## src/rtl/counter_pkg.sv

```systemverilog
// Shared defaults for the counter timebase.
package counter_pkg;
  localparam int COUNTER_WIDTH_DEFAULT = 4;
endpackage

```

## src/rtl/counter.sv

```systemverilog
// Free-running WIDTH-bit up-counter with synchronous clear; wraps silently.
// Latency: count updates one edge after inputs; no handshake, never stalls.
module counter
  import counter_pkg::*;
#(
  parameter int              WIDTH       = COUNTER_WIDTH_DEFAULT,
  parameter logic [WIDTH-1:0] RESET_VALUE = '0
) (
  input  logic             clk,
  input  logic             reset,
  output logic [WIDTH-1:0] count
);

  logic [WIDTH-1:0] count_q;

  // Reset wins over increment; the add truncates to WIDTH bits for wrap.
  always_ff @(posedge clk) begin
    if (reset) count_q <= RESET_VALUE;
    else       count_q <= count_q + WIDTH'(1);
  end

  assign count = count_q;

endmodule

```

## config.mk

```make
export PLATFORM = sky130hd
export DESIGN_NAME = counter
export DESIGN_NICKNAME = d
export VERILOG_FILES = /design/src/rtl/counter_pkg.sv /design/src/rtl/counter.sv
export SDC_FILE = /design/constraint.sdc
export NUM_CORES = 1
export LEC_CHECK = 0
export ABC_AREA = 1
export CORE_AREA = 2 2 39 41
export DETAILED_ROUTE_END_ITERATION = 10
export DIE_AREA = 0 0 41 43
export HOLD_SLACK_MARGIN = 0.03
export PLACE_DENSITY = 0.39
export SKIP_CTS_REPAIR_TIMING = 1
export SYNTH_ARGS = -nofsm -noshare
export SYNTH_HDL_FRONTEND = slang
export SYNTH_SLANG_ARGS = --single-unit
```

## constraint.sdc

```tcl
create_clock -name clk -period 1.3 [get_ports clk]
set_input_delay 0.26 -clock clk [delete_from_list [all_inputs] [get_ports clk]]
set_output_delay 0.26 -clock clk [all_outputs]
set_load 0.03 [all_outputs]
```

# --- After elaboration in Yosys (flattened, before gate mapping) ---
# Index checks and enable logic that the tools add are counted.
op_classes:
  addsub: 1
ops:
  columns: ["cell", "n"]
  rows:
  - ["$add 4x1->4 const B", 1]
word_totals:
  wordCells: 2
  out_inout_bits: 4
  ff_bits: 4
  in_bits: 2

# --- Longest topological paths before layout ---
# Gate-level depths: netlist (run 1).
depth:
  ltp_word: 1
  ltp_mapped: 4
  ltp_nobuf: 4

# --- Worst setup path before layout (run 1) ---
# Ideal clock, no wire load.
synth_timing:
  path_type: "register to register"
  from: "register count_q[0] (netlist: count[0])"
  to: "register count_q[2] (netlist: count[2])"
  period_less_slack_ns: 1.000
  setup_ns: 0.115
  t_arrival_ns: 0.885
  setup_slack_ns: 0.300
  path_stages_with_launch: 4
  t_required_ns: 1.185
  cell_sequence: "dfxtp_1 > ha_1 > xnor2_1 > nor2_1"
synth_between:
  elab_chain_cells: 1
synth_lines:
  columns: ["item", "line_no", "source"]
  rows:
  - ["start: declaration", "counter.sv:14", "logic [WIDTH-1:0] count_q;"]
  - ["start signal: assignment", "counter.sv:19", "else count_q <= count_q + WIDTH'(1);"]
  - ["$add 4x1->4", "counter.sv:19", null]
# No other way between the ends.
# A chain may end at the register's enable or synchronous reset.

# --- Final worst setup path (run 1) ---
layout_timing:
  from: "register count_q[1] (netlist: count[1])"
  to: "output port count[1]"
layout_lines:
  columns: ["item", "line_no", "source"]
  rows:
  - ["end: declaration", "counter.sv:11", "output logic [WIDTH-1:0] count"]
# No word-level cell between the ends.

==> impl_metrics.csv, run 1 <==
group,metric,value,unit
setup_path,worstPathRequired,1.04,ns
routing,wirelength,288,um
pwr,comb_power_share,0.147,
pwr,share_of_total_power_in_the_clock_network,0.453,
setup_path,reg2reg_setup_slack,0.45,ns
outcome,run_status,"finished, final reports clean",
layout,drive_above_1_share,0.192,
sta,max_slew_margin,0.784,
place,gpl.final_weighted_congestion,0.470,
synth,synth_sequential_area_ratio,0.557,
layout,fill_cell_instance_count_of_the_final_layout,165,
clock_tree,cts_sinks,4,
setup_path,crit_path_top_delay_cell,"sky130_fd_sc_hd__dfxtp_1",
pwr,p_leak,0.161,nW
layout,most_used_cells_in_the_layout_excluding_fill_and_tap_cells,"5 x sky130_fd_sc_hd__nor2_1, 4 x sky130_fd_sc_hd__dfxtp_1, 3 x sky130_fd_sc_hd__inv_1, 3 x sky130_fd_sc_hd__clkbuf_4, 3 x sky130_fd_sc_hd__dlymetal6s2s_1",
floorplan,die_x,41,um
layout,syn2layout_area_growth,73.0,%
synth,ys_warn_count,0,
synth,count_of_state_elements_after_synthesis,4,
routing,firstDrtPassIters,1,
pwr,net-switching-power,0.0855,mW
global_routing,grt_start_max_net_pins,5,
synth,syn_inst,17,
flow_run,drv.max_cap_violation_count,0,
sta,post-route-min-period,1.12,ns
sta,final_hold_viol_count,0,
pwr,power.ir.vdd_worst,0.000443,V
pwr,seq_power_share,0.400,
clock_tree,cts.htree.levels,1,
setup_path,critPathKind,"reg2out",
setup_path,cpPeakStageDelay,0.33,ns
layout,finish.net_count,31,
setup_path,worstPathArrival,0.86,ns
setup_path,timing.reg2reg.worst_path_depth,3,
global_routing,grt_overflow_total,0,
synth,synth_cell_types,7,
sta,largest_clock_skew_in_the_final_design,0.00380,ns
synth,post_synth.cell_area_avg,8.46,um^2
floorplan,die_h,43,um
floorplan,top_level_ports,6,
setup_path,critPathCaptureType,"primary output",
place,dpl_worst_slack,0.0339,ns
routing,routedWlPerCell,6.86,um
setup_path,crit_chain,"dlymetal6s2s_1",
routing,drtIter0Drc,0,
routing,route.detailed.vias_per_inst,3.05,
min_path,hold_depth,1,
routing,route.detailed.drc,0,
global_routing,grt_pass1_vias,140,
global_routing,grt_util_all_layers,0.0563,
routing,via_count,128,
layout,final_core_utilization,0.180,
setup_path,critPathBufInv,1,
layout,layout.cells.most_common,"sky130_fd_sc_hd__nor2_1",
sta,tightest_slew,0.323,ns
sta,finalSetupViolCount,0,
min_path,hold_path_startpoint,"count[0]$_SDFF_PP0_",
clock_tree,clock_path_buffers,2,
global_routing,first_pass_grt_wire_length,552,um
clock_tree,clock_transition_time_at_the_flip_flop_clock_pins_of_the_worst_setup_and_hold_paths,0.04,ns
min_path,hold_class,"reg2reg",
pwr,int_power,0.257,mW
setup_path,timing.rr.start,"count[0]$_SDFF_PP0_",
clock_tree,root_buffer,"sky130_fd_sc_hd__clkbuf_4",
pwr,power_per_cell_area,1380,nW/um^2
min_path,worst_hold_path.endpoint,"count[0]$_SDFF_PP0_",
place,portBuffers,5,
place,postPlaceCellArea,219,um^2
floorplan,core,1380,um^2
sta,fmax,892,MHz
layout,antenna_cells_inserted,0,
setup_path,critPathTopFamily,"flip-flops",
global_routing,antenna_found_initial,0,
clock_tree,clk_latency,0.23,ns
floorplan,full_die_area,1760,um^2
routing,number_of_routed_nets_with_antenna_violations,0,
pwr,netSwitchingFraction,0.249,
floorplan,start_util,0.104,
setup_path,regToRegEndpoint,"count[2]$_SDFF_PP0_",
synth,syn-cell-area,144,um^2
synth,synth_nets,20,
setup_path,start_kind,"flop",
floorplan,row_count,14,
layout,largest_reg_flops,4,
clock_tree,clock_tree_from_tritoncts,"yes",
layout,final_cell_area,249,um^2
setup_path,cp_max_fo,3,
sta,rsz0062_at_grt,"no",
sta,drv_slew,0,
clock_tree,cts-buffers-inserted,3,
sta,worst_slack,0.178,ns
sta,min_period_over_period,0.863,
## worst max path at each step
stage                   startpoint                   to  slack, ns  depth (start not counted)
3_5_place_dp   count[1]$_SDFF_PP0_             count[1]       0.03                          1
4_1_cts        count[1]$_SDFF_PP0_             count[1]      -0.22                          1
5_1_grt        count[1]$_SDFF_PP0_             count[1]       0.12                          1
2_1_floorplan  count[0]$_SDFF_PP0_  count[2]$_SDFF_PP0_       0.30                          3
3_3_place_gp   count[1]$_SDFF_PP0_             count[1]       0.04                          1
6_report       count[1]$_SDFF_PP0_             count[1]       0.18                          1
## Yosys cell counts
library cell | n | share of area
sky130_fd_sc_hd__nor2_1 | 5 | 0.13
sky130_fd_sc_hd__dfxtp_1 | 4 | 0.56
sky130_fd_sc_hd__inv_1 | 3 | 0.078
sky130_fd_sc_hd__nand2_1 | 2 | 0.052
sky130_fd_sc_hd__ha_1 | 1 | 0.087
sky130_fd_sc_hd__nand3_1 | 1 | 0.035
sky130_fd_sc_hd__xnor2_1 | 1 | 0.061
## stage by stage
step	instances	setup TNS (ns)	total power, mW	hold slack [ns]
floorplan	17	0	0.167	0.327
global placement	39	0	0.190	0.457
detailed placement	39	0	0.191	0.467
CTS	42	-0.624	0.358	0.477
global route	42	0	0.376	0.525
finish	42	0	0.343	0.471
## area by class of cell
class                      count  area, um^2  area share
inverter                       3        11.3      0.0452
tap                           16        20.0      0.0804
timing repair buffer           6        62.6       0.251
sequential                     4        80.1       0.322
multi-input combinational     10        52.6       0.211
clock buffer                   3        22.5      0.0905
## power groups by stage
stage          Combinational, mW  Clock, mW  Sequential [mW]
3_5_place_dp              0.0517          0            0.140
5_1_grt                   0.0557      0.181            0.139
3_3_place_gp              0.0512          0            0.139
4_1_cts                   0.0521      0.168            0.137
6_report                  0.0504      0.155            0.137
2_1_floorplan             0.0115          0            0.155
## cells by family after synthesis
logic type	after synthesis	synth area share
buffers and inverters	3	0.0783
AND/OR/NAND/NOR	8	0.217
adder cells (fa/ha/maj)	1	0.0869
XOR/XNOR	1	0.0609
flip-flops	4	0.557
## routing by layer
layer | vias up | GRT usage | part of all wire
li1 | 69 | - | -
met1 | 53 | 0.0548 | 0.43
met2 | 6 | 0.0563 | 0.42
met3 | 0 | 0.0628 | 0.15
met4 | 0 | 0.0600 | 0
met5 | - | 0 | 0
Power figures use the tool's default switching activity.
==> inputs of run 2 (changes only) <==
--- a/config.mk
+++ b/config.mk
@@ -6,5 +6,4 @@
 export NUM_CORES = 1
 export LEC_CHECK = 0
-export ABC_AREA = 1
 export CORE_AREA = 2 2 39 41
 export DETAILED_ROUTE_END_ITERATION = 10
@@ -16,2 +15,3 @@
 export SYNTH_HDL_FRONTEND = slang
 export SYNTH_SLANG_ARGS = --single-unit
+export TNS_END_PERCENT = 1
==> constraint.sdc (replaced) <==
create_clock -name clk -period 1.3 [get_ports clk]
set_input_delay 0.13 -clock clk [delete_from_list [all_inputs] [get_ports clk]]
set_output_delay 0.13 -clock clk [all_outputs]
set_load 0.03 [all_outputs]
==> impl_metrics.csv, run 2 <==
group,metric,value,unit
floorplan,top_level_ports,6,
floorplan,die_h,43,um
clock_tree,cts_sinks,4,
setup_path,cp_max_fo,4,
setup_path,crit_chain,"dlymetal6s2s_1",
synth,ys_warn_count,0,
synth,syn-cell-area,145,um^2
outcome,run_status,"finished, final reports clean",
synth,count_of_state_elements_after_synthesis,4,
synth,post_synth.cell_area_avg,11.2,um^2
routing,via_count,116,
layout,finish.net_count,26,
place,postPlaceCellArea,215,um^2
clock_tree,clock_tree_from_tritoncts,"yes",
routing,routedWlPerCell,7.54,um
layout,syn2layout_area_growth,70.7,%
setup_path,worstPathArrival,0.91,ns
routing,drtIter0Drc,0,
floorplan,row_count,14,
synth,syn_inst,13,
setup_path,critPathBufInv,1,
global_routing,grt_start_max_net_pins,6,
synth,netlist_top_cells_count,"4 x sky130_fd_sc_hd__dfxtp_1, 3 x sky130_fd_sc_hd__nor2_1, 2 x sky130_fd_sc_hd__nor2b_1",
synth,post-synth-top-area-cell,"sky130_fd_sc_hd__dfxtp_1",
sta,final_hold_viol_count,0,
sta,tightest_slew,0.323,ns
routing,wirelength,279,um
floorplan,full_die_area,1760,um^2
pwr,power.ir.vdd_worst,0.000584,V
floorplan,core,1380,um^2
clock_tree,root_buffer,"sky130_fd_sc_hd__clkbuf_4",
global_routing,grt_pass1_vias,121,
global_routing,grt_overflow_total,0,
layout,final_cell_area,248,um^2
clock_tree,cts.htree.levels,1,
pwr,power_per_cell_area,1370,nW/um^2
sta,fmax,959,MHz
place,portBuffers,5,
routing,route.detailed.drc,0,
layout,largest_reg_flops,4,
floorplan,start_util,0.105,
routing,firstDrtPassIters,1,
setup_path,critPathKind,"reg2out",
sta,largest_clock_skew_in_the_final_design,0.00516,ns
synth,synth_nets,16,
flow_run,drv.max_cap_violation_count,0,
sta,drv_slew,0,
layout,antenna_cells_inserted,0,
synth,synth_cell_types,7,
synth,ys.flop_type,"sky130_fd_sc_hd__dfxtp_1",
synth,ranking_of_synthesized_cells_by_area,"sky130_fd_sc_hd__dfxtp_1 55%, sky130_fd_sc_hd__mux2_4 10%, sky130_fd_sc_hd__ha_1 8.6%",
sta,finalSetupViolCount,0,
sta,max_slew_margin,0.784,
setup_path,critPathTopFamily,"flip-flops",
global_routing,first_pass_grt_wire_length,503,um
routing,number_of_routed_nets_with_antenna_violations,0,
layout,drive_above_1_share,0.190,
clock_tree,cts-buffers-inserted,3,
setup_path,start_kind,"flop",
synth,async_flop_share,0,
clock_tree,clock_path_buffers,2,
clock_tree,clk_latency,0.24,ns
place,gpl.final_weighted_congestion,0.477,
synth,synth_sequential_area_ratio,0.552,
global_routing,grt_util_all_layers,0.0512,
synth,synth.top_cell.area_share,0.552,
floorplan,die_x,41,um
sta,fin_worst_hold_slack,0.461,ns
sta,post-route-min-period,1.04,ns
synth,cell_with_the_most_instances_after_synthesis,"sky130_fd_sc_hd__dfxtp_1",
clock_tree,clock_transition_time_at_the_flip_flop_clock_pins_of_the_worst_setup_and_hold_paths,0.03,ns
layout,most_used_cells_in_the_layout_excluding_fill_and_tap_cells,"4 x sky130_fd_sc_hd__dfxtp_1, 4 x sky130_fd_sc_hd__dlymetal6s2s_1, 3 x sky130_fd_sc_hd__nor2_1, 3 x sky130_fd_sc_hd__clkbuf_4, 2 x sky130_fd_sc_hd__nor2b_1",
min_path,hold_class,"reg2reg",
sta,min_period_over_period,0.802,
synth,synth_enable_flop_cells,0,
global_routing,antenna_found_initial,0,
sta,rsz0062_at_grt,"no",
setup_path,critPathCaptureType,"primary output",
pwr,report.power.total,0.339,mW
setup_path,cpPeakStageDelay,0.37,ns
setup_path,worstPathRequired,1.17,ns
setup_path,crit_path_top_delay_cell,"sky130_fd_sc_hd__dfxtp_1",
routing,route.detailed.vias_per_inst,3.14,
pwr,p_leak,0.159,nW
run 2: changes by cell type in the layout (fill, tap and decap cells not counted):
cell,before,now
sky130_fd_sc_hd__buf_4,2,0
sky130_fd_sc_hd__dlymetal6s2s_1,3,4
sky130_fd_sc_hd__inv_1,3,0
sky130_fd_sc_hd__mux2_4,0,1
sky130_fd_sc_hd__nand2_1,2,0
sky130_fd_sc_hd__nor2_1,5,3
sky130_fd_sc_hd__nor2b_1,0,2
run 2: metal layers:
layer,vias to the layer above,GRT usage,part of all wire
li1,61,-,-
met1,46,0.0577,0.52
met2,9,0.0469,0.23
met3,0,0.0942,0.25
met4,0,0,0
met5,-,0,0
run 2: cell families (layout without fill, tap and decap cells):
kind of cell             count (synthesis)  in the layout  synth area share
adder cells (fa/ha/maj)                  1              1            0.0862
flip-flops                               4              4             0.552
buffers and inverters                    0              8                 0
AND/OR/NAND/NOR                          6              6             0.198
multiplexers                             1              1             0.103
XOR/XNOR                                 1              1            0.0604
run 2: path summary, 6_finish.rpt:
check / startpoint / end / slack, ns / depth (start not counted)
worst min register to register: count[0]$_SDFF_PP0_ / count[0]$_SDFF_PP0_ / 0.46 / 1
worst max-delay path: count[0]$_SDFF_PP0_ / count[0] / 0.26 / 1
worst max register to register: count[0]$_SDFF_PP0_ / count[3]$_SDFF_PP0_ / 0.42 / 2
worst min-delay path: count[0]$_SDFF_PP0_ / count[0]$_SDFF_PP0_ / 0.46 / 1
run 2: stage by stage:
step | utilization | setup TNS (ns) | cells | setup WS [ns]
final | 0.179 | 0 | 37 | 0.258
after global routing | 0.179 | 0 | 37 | 0.181
after CTS | 0.172 | -0.468 | 37 | -0.140
after detailed placement | 0.156 | 0 | 34 | 0.114
after global placement | 0.156 | 0 | 34 | 0.134
after floorplan | - | 0 | 13 | 0.215
run 2: power breakdown:
| part | switching [mW] | internal [mW] | total [mW] |
|---|---|---|---|
| combinational | 0.0247 | 0.0213 | 0.0460 |
| sequential | 0.00715 | 0.131 | 0.139 |
| clock | 0.0514 | 0.103 | 0.155 |
| total | 0.0833 | 0.256 | 0.339 |
run 2: area by class of cell:
| type | count | area (um^2) |
|---|---|---|
| Clock buffer | 3 | 22.5 |
| Tap cell | 16 | 20.0 |
| Sequential cell | 4 | 80.1 |
| Timing Repair Buffer | 5 | 60.1 |
| Fill cell | 147 | 1140 |
| Multi-Input combinational cell | 9 | 65.1 |
==> inputs of run 3 (changes only) <==
- clock period: 1.3 -> 1 ns (I/O delays scaled with it)
==> impl_metrics.csv, run 3 (synthesis results as in run 2) <==
group,metric,value,unit
outcome,run_status,"finished, final reports clean",
sta,tightest_slew,0.172,ns
pwr,share_of_total_power_in_the_clock_network,0.443,
layout,drive_above_1_share,0.524,
global_routing,grt_pass1_vias,104,
floorplan,full_die_area,1760,um^2
clock_tree,clock_tree_from_tritoncts,"yes",
layout,antenna_cells_inserted,0,
routing,route.detailed.vias_per_inst,3.11,
floorplan,start_util,0.105,
pwr,p_leak,0.103,nW
clock_tree,root_buffer,"sky130_fd_sc_hd__clkbuf_4",
sta,finalSetupViolCount,0,
layout,most_used_cells_in_the_layout_excluding_fill_and_tap_cells,"4 x sky130_fd_sc_hd__buf_4, 3 x sky130_fd_sc_hd__nor2_1, 3 x sky130_fd_sc_hd__clkbuf_4, 3 x sky130_fd_sc_hd__dfxtp_2, 2 x sky130_fd_sc_hd__nor2b_1",
floorplan,core,1380,um^2
setup_path,cp_max_fo,5,
global_routing,grt_start_max_net_pins,6,
sta,drv_slew,0,
place,gpl.final_weighted_congestion,0.456,
routing,drtIter0Drc,1,
clock_tree,clk_latency,0.23,ns
floorplan,die_h,43,um
place,dpl_worst_slack,-0.0908,ns
place,dpl.hpwl,208,um
clock_tree,cts_sinks,4,
layout,layout.cells.most_common,"sky130_fd_sc_hd__buf_4",
setup_path,critPathKind,"in2reg",
layout,largest_reg_flops,4,
pwr,power_per_cell_area,1860,nW/um^2
clock_tree,cts-buffers-inserted,3,
clock_tree,clock_transition_time_at_the_flip_flop_clock_pins_of_the_worst_setup_and_hold_paths,0.03,ns
sta,final_hold_viol_count,0,
flow_run,drv.max_cap_violation_count,0,
sta,largest_clock_skew_in_the_final_design,0.000656,ns
sta,max_slew_margin,0.885,
routing,via_count,115,
global_routing,use_met1,0.0449,
floorplan,top_level_ports,6,
global_routing,global_route.usage.met2,0.0344,
setup_path,worstPathRequired,1.11,ns
layout,final_core_utilization,0.167,
place,portBuffers,5,
sta,worst_slack,0.146,ns
routing,firstDrtPassIters,2,
global_routing,first_pass_grt_wire_length,407,um
global_routing,global_route.usage.met3,0.0785,
global_routing,antenna_found_initial,0,
pwr,int_power,0.332,mW
routing,route.detailed.drc,0,
pwr,comb_power_share,0.134,
global_routing,grt_util_all_layers,0.0431,
routing,number_of_routed_nets_with_antenna_violations,0,
min_path,hold_class,"reg2reg",
layout,syn2layout_area_growth,59.5,%
pwr,netSwitchingFraction,0.228,
setup_path,critPathCaptureType,"flop",
routing,routedWlPerCell,6.78,um
setup_path,start_kind,"input port",
setup_path,worstPathArrival,0.97,ns
clock_tree,clock_path_buffers,2,
pwr,report.power.total,0.431,mW
floorplan,row_count,14,
sta,min_period_over_period,0.854,
routing,wirelength,251,um
pwr,net-switching-power,0.0983,mW
global_routing,grt_overflow_total,0,
global_routing,globalRoute.busiestLayer,"met3",
layout,finish.net_count,26,
sta,rsz0062_at_grt,"no",
sta,post-route-min-period,0.854,ns
pwr,seq_power_share,0.423,
sta,fmax,1170,MHz
clock_tree,cts.htree.levels,1,
floorplan,die_x,41,um
pwr,power.ir.vdd_worst,0.000570,V
-- run 3: changes by cell type in the layout (fill, tap and decap cells not counted) --
cell                             before  now
sky130_fd_sc_hd__buf_4                0    4
sky130_fd_sc_hd__dlymetal6s2s_1       4    0
sky130_fd_sc_hd__dfxtp_1              4    1
sky130_fd_sc_hd__dfxtp_2              0    3
-- run 3: cell type report --
class,count,area [um^2]
fill,156,1150
tap,16,20.0
clock buffer,3,22.5
sequential,4,83.8
timing repair buffer,5,40.0
multi-input combinational,9,65.1
-- run 3: final timing paths --
kind,start,end,slack [ns],cells after the start
worst min-delay path,count[0]$_SDFF_PP0_,count[0]$_SDFF_PP0_,0.43,1
worst max-delay path,reset,count[3]$_SDFF_PP0_,0.15,3
worst max register to register,count[2]$_SDFF_PP0_,count[3]$_SDFF_PP0_,0.15,2
worst min register to register,count[0]$_SDFF_PP0_,count[0]$_SDFF_PP0_,0.43,1
-- run 3: per-layer routing --
layer / up-vias / wire (um)
met5: - / 0
li1: 58 / -
met2: 8 / 70
met1: 49 / 124
met4: 0 / 0
met3: 0 / 56
-- run 3: worst max-delay path, cell delays in order --
cell	delay, ns
sky130_fd_sc_hd__clkdlybuf4s50_1	0.55
sky130_fd_sc_hd__nor2b_1	0.07
sky130_fd_sc_hd__mux2_4	0.25
-- run 3: metrics by stage --
step	hold slack, ns	area [um^2]	std cells	setup TNS, ns
floorplan	0.159	149	13	0
global placement	0.426	209	34	-0.0753
detailed placement	0.429	209	34	-0.0908
CTS	0.434	231	37	0
global route	0.447	231	37	0
finish	0.430	231	37	0
-- run 3: power by group through the flow --
stage	Sequential (mW)	Combinational (mW)	Clock [mW]
2_1_floorplan	0.204	0.0138	0
3_3_place_gp	0.184	0.0573	0
3_5_place_dp	0.185	0.0575	0
4_1_cts	0.183	0.0579	0.204
5_1_grt	0.185	0.0623	0.221
6_report	0.182	0.0576	0.191
